`config.mk`:
```
export PLATFORM = sky130hd
export DESIGN_NAME = lcd_dma_fifo
export DESIGN_NICKNAME = d
export VERILOG_FILES = /design/src/rtl/lcd_fifo_pkg.sv /design/src/rtl/lcd_dma_fifo.sv
export SDC_FILE = /design/constraint.sdc
export NUM_CORES = 1
export LEC_CHECK = 0
export ABC_AREA = 1
export BUFFER_PORTS_ARGS = -buffer_cell sky130_fd_sc_hd__buf_2
export CORE_UTILIZATION = 37
export DETAILED_ROUTE_END_ITERATION = 6
export PLACE_DENSITY_LB_ADDON = 0.1
export SKIP_LAST_GASP = 1
export SLEW_MARGIN = 10
export SYNTH_ARGS = -nofsm -noshare
export SYNTH_HDL_FRONTEND = slang
export SYNTH_SLANG_ARGS = --single-unit
```
`constraint.sdc`:
```
create_clock -name HCLK -period 2.6 [get_ports HCLK]
set_clock_uncertainty 0.1 [all_clocks]
set_input_delay 0.65 -clock HCLK [delete_from_list [all_inputs] [get_ports HCLK]]
set_output_delay 0.65 -clock HCLK [all_outputs]
set_load 0.01 [all_outputs]
```
`src/rtl/lcd_fifo_pkg.sv`:
```
// rtl/lcd_fifo_pkg.sv - shared defaults and occupancy type for the LCD DMA FIFO
package lcd_fifo_pkg;

  localparam int LCD_FIFO_DW = 32;
  localparam int LCD_FIFO_AW = 5;

  // Occupancy needs one bit more than the address so that DEPTH itself is representable
  typedef logic [LCD_FIFO_AW:0] lcd_fifo_cnt_t;

endpackage

```
`src/rtl/lcd_dma_fifo.sv`:
```
// rtl/lcd_dma_fifo.sv - pixel-word FIFO between the AHB fetch master and the LCD serialiser
// Storage is an external dual-port RAM with one-cycle synchronous read.
module lcd_dma_fifo
  import lcd_fifo_pkg::*;
#(
  parameter int DATA_W = LCD_FIFO_DW,
  parameter int ADDR_W = LCD_FIFO_AW
) (
  input  logic              HCLK,
  input  logic              HRESET,
  input  logic              flush,
  input  logic              wr_valid,
  input  logic [DATA_W-1:0] wr_data,
  output logic              wr_ready,
  input  logic              rd_req,
  output logic              rd_valid,
  output logic [DATA_W-1:0] rd_data,
  input  logic [ADDR_W:0]   watermark,
  output logic              dma_req,
  output logic [ADDR_W:0]   count,
  output logic              underflow,
  output logic [ADDR_W-1:0] mem_waddr,
  output logic [DATA_W-1:0] mem_wdata,
  output logic              mem_write,
  output logic [ADDR_W-1:0] mem_raddr,
  input  logic [DATA_W-1:0] mem_rdata
);

  localparam logic [ADDR_W:0]   FULL_CNT = {1'b1, {ADDR_W{1'b0}}};
  localparam logic [ADDR_W:0]   CNT_ONE  = (ADDR_W + 1)'(1);
  localparam logic [ADDR_W-1:0] PTR_ONE  = ADDR_W'(1);

  logic [ADDR_W-1:0] wr_ptr_q, wr_ptr_d;
  logic [ADDR_W-1:0] rd_ptr_q, rd_ptr_d;
  logic [ADDR_W:0]   count_q, count_d;
  logic              rd_valid_q, rd_valid_d;
  logic              underflow_q, underflow_d;
  logic              dma_req_q, dma_req_d;
  logic              full, push_ok, pop_ok;

  // Accept decisions use registered occupancy only, so a pop never frees space for a same-cycle push
  always_comb begin
    full    = (count_q == FULL_CNT);
    push_ok = wr_valid && !full && !flush;
    pop_ok  = rd_req && (count_q != '0) && !flush;
  end

  always_comb begin
    wr_ptr_d    = wr_ptr_q;
    rd_ptr_d    = rd_ptr_q;
    count_d     = count_q;
    rd_valid_d  = 1'b0;
    underflow_d = underflow_q;
    dma_req_d   = dma_req_q;
    if (flush) begin
      wr_ptr_d    = '0;
      rd_ptr_d    = '0;
      count_d     = '0;
      underflow_d = 1'b0;
      dma_req_d   = 1'b0;
    end else begin
      if (push_ok) wr_ptr_d = wr_ptr_q + PTR_ONE;
      if (pop_ok)  rd_ptr_d = rd_ptr_q + PTR_ONE;
      unique case ({push_ok, pop_ok})
        2'b10:   count_d = count_q + CNT_ONE;
        2'b01:   count_d = count_q - CNT_ONE;
        default: count_d = count_q;
      endcase
      rd_valid_d = pop_ok;
      if (rd_req && (count_q == '0)) underflow_d = 1'b1;
      // Hysteresis: request from the watermark down, keep requesting until completely full
      if (full) begin
        dma_req_d = 1'b0;
      end else if (count_q <= watermark) begin
        dma_req_d = 1'b1;
      end
    end
  end

  always_ff @(posedge HCLK) begin
    if (HRESET) begin
      wr_ptr_q    <= '0;
      rd_ptr_q    <= '0;
      count_q     <= '0;
      rd_valid_q  <= 1'b0;
      underflow_q <= 1'b0;
      dma_req_q   <= 1'b0;
    end else begin
      wr_ptr_q    <= wr_ptr_d;
      rd_ptr_q    <= rd_ptr_d;
      count_q     <= count_d;
      rd_valid_q  <= rd_valid_d;
      underflow_q <= underflow_d;
      dma_req_q   <= dma_req_d;
    end
  end

  assign wr_ready  = !full;
  assign mem_write = push_ok;
  assign mem_waddr = wr_ptr_q;
  assign mem_wdata = wr_data;
  assign mem_raddr = rd_ptr_q;
  assign rd_valid  = rd_valid_q;
  assign rd_data   = mem_rdata;
  assign count     = count_q;
  assign underflow = underflow_q;
  assign dma_req   = dma_req_q;

endmodule

```
==> impl_metrics.tcl <==
set metrics [dict create \
    grt_pass1_vias 1078 \
    postCtsHoldBufs 0 \
    outcome "completed" \
    grt.overflow.total 0 \
    core_area_mm2 0.004144 \
    cp.required_ns 2.72 \
    die_height_um 68.99 \
    min_path_type "register to register" \
    setup_tns_ns 0 \
    cp_num_buf_inv 3 \
    ys_top_cells_by_area "buf_4 29%, dfxtp_1 23%, ha_1 9.8%, nand2_1 5.7%, nor2_1 5.7%" \
    fmax_ghz 0.4376 \
    dr.pass1.iters 5 \
    yosysUniqueCellTypes 27 \
    synth_top_area_cell "buf_4" \
    antenna_left 0 \
    viasPerCell 4.738 \
    grt_max_degree 12 \
    period_needed_ns 2.285 \
    setup_slack_ns 0.3150 \
    post_cts_buffers 0 \
    clk_latency_ns 0.26 \
    crit_top_cell "nand2_1" \
    worst_path_max_delay_cell "dfxtp_1" \
    cts_max_path_buffers 2 \
    max_stage_delay_ns 0.38 \
    p_leak_uw 0.0007744 \
    port_buffers 31 \
    finish.utilization 0.3575 \
    ys_seq_area_frac 0.2291 \
    routedWlPerCell_um 13.01 \
    cts-buffers-inserted 3 \
    clock-sinks 19 \
    crit_family "simple AND/OR/NAND/NOR gates" \
    synth_fp_nets 311 \
    fill_cells 468 \
    die_width_um 68.99 \
    wirelength_mm 3.227 \
    drive_above_1_share 0.2525 \
    hpwl_mm 2.538 \
    io_pins 160 \
    start_kind "register" \
    antenna_cells 0 \
    rows 23 \
    slew_viol_final 0 \
    drc 0 \
    drt_iter0_markers 34 \
    avgSynthCellArea_um2 7.479 \
    place_ws_ns 0.09796 \
    critPathKind "register to register" \
    final_cell_mix "31 x buf_2, 25 x nor2_1, 25 x nand2_1, 19 x dfxtp_1, 17 x inv_1" \
    nets 288 \
    endpoint_kind "register" \
    max_cap_viol_count 0 \
    synth_area_mm2 0.001660 \
    path_clk_slew_ns 0.07 \
    maxSlewHeadroom 0.7811 \
    antenna_found_initial 0 \
    cts-root-buf "clkbuf_8" \
    setup_viol 0 \
    finalHoldViolCount 0 \
    vdd_drop_max_mv 0.1500 \
    rsz0062_at_grt "no" \
    ys.warnings.count 0 \
    syn_inst 222 \
    num_vias 1175 \
    ctsResizeCount 0 \
    netlist.area_leader.share 0.2894 \
    gp_congestion 0.8003 \
    initial_core_util 0.4007 \
    cp_max_fo 7 \
    grt_usage 0.1394 \
    cts_tree "done" \
    die_area_mm2 0.004760 \
    area_growth_pct -10.78 \
    tightestPinTransition_ns 0.3263 \
    powerDensity_mw_per_mm2 452.0 \
    ys_seq_elements 19 \
    layout_commonest_cell "buf_2" \
    grt_pass1_wl_mm 4.864 \
    cp.arrival_ns 2.40 \
    crit_path_cell_trace "nor2_2, nand3_2, nand2_2, inv_2, ha_1, ha_1, inv_1, nand2_1, nand2_1, or2_1, nand3_1, nand2_1, inv_1" \
    rrSetupSlack_ns 0.31 \
    htreeDepth 1 \
    layout_worst_path_cycle_share 0.8789 \
]
-- path summary, 6_finish.rpt --
check / start / to / cells past startpoint
worst max-delay path: count[1]$_SDFFE_PP0P_ / count[3]$_SDFFE_PP0P_ / 13
worst min-delay path: underflow$_SDFFE_PP0P_ / underflow$_SDFFE_PP0P_ / 2
worst max register to register: count[1]$_SDFFE_PP0P_ / count[3]$_SDFFE_PP0P_ / 13
worst min register to register: underflow$_SDFFE_PP0P_ / underflow$_SDFFE_PP0P_ / 2
-- cells in the mapped netlist --
library cell	n
a21o_1	1
a21oi_1	14
a31oi_1	1
buf_4	64
clkinv_1	2
dfxtp_1	19
fa_1	1
ha_1	13
inv_1	17
inv_2	1
inv_4	1
nand2_1	25
nand2_2	2
nand2_4	1
nand3_1	13
nand3_2	1
nand4_4	1
nor2_1	25
nor2_2	1
nor2_4	2
nor3_1	1
o211ai_1	1
o21ai_0	6
o21ai_1	1
or2_1	1
xnor2_1	3
xor2_1	4
-- report_power, final --
group | internal [uW] | leakage, uW | switching [uW] | total (uW)
Sequential | 301 | 0.000154 | 12.2 | 313
Combinational | 55.8 | 0.000595 | 82.6 | 138
Clock | 107 | 0.0000255 | 111 | 218
Total | 463 | 0.000774 | 206 | 670
-- registers in the layout, summed over array words and instances (netlist names) --
register / flops
mem_raddr: 5
dma_req: 1
rd_valid: 1
mem_waddr: 5
count: 6
underflow: 1
-- tightest hold or removal path: stages, from the launching register on --
cell and delay, ns:
dfxtp_1 0.33, nor2_1 0.05, nor2_1 0.07
-- final cells by class --
class	count	area [um^2]	area share
Timing Repair Buffer	36	192.7	0.1301
Sequential cell	19	380.4	0.2568
Clock buffer	3	41.29	0.02787
Inverter	21	81.33	0.05490
Multi-Input combinational cell	118	718.2	0.4848
Clock inverter	1	5.005	0.003378
Tap cell	50	62.56	0.04223
-- metrics by stage --
stage / instance area (um^2) / instances / hold WS [ns] / power [uW]
after global routing: 1481 / 248 / 0.4231 / 711.7
after global placement: 1435 / 244 / 0.3559 / 458.7
after detailed placement: 1435 / 244 / 0.3615 / 459.2
after CTS: 1481 / 248 / 0.3827 / 685.1
final: 1481 / 248 / 0.3742 / 669.7
after floorplan: 1660 / 222 / 0.4047 / 511.1
-- metal layers --
metal	global-route usage	share of wire	vias to the layer above
met4	0.09439	0.038	0
met2	0.2172	0.45	45
met5	0	0	-
met3	0.02796	0.086	21
li1	-	-	600
met1	0.1713	0.43	509
-- cells by family after synthesis --
family,count (synthesis),synth area share
simple gates,73,0.2095
compound gates,24,0.07612
buf+inv,85,0.3384
fa+ha+maj,14,0.1100
flops,19,0.2291
xor+xnor,7,0.03693
Power figures use the tool's default switching activity.
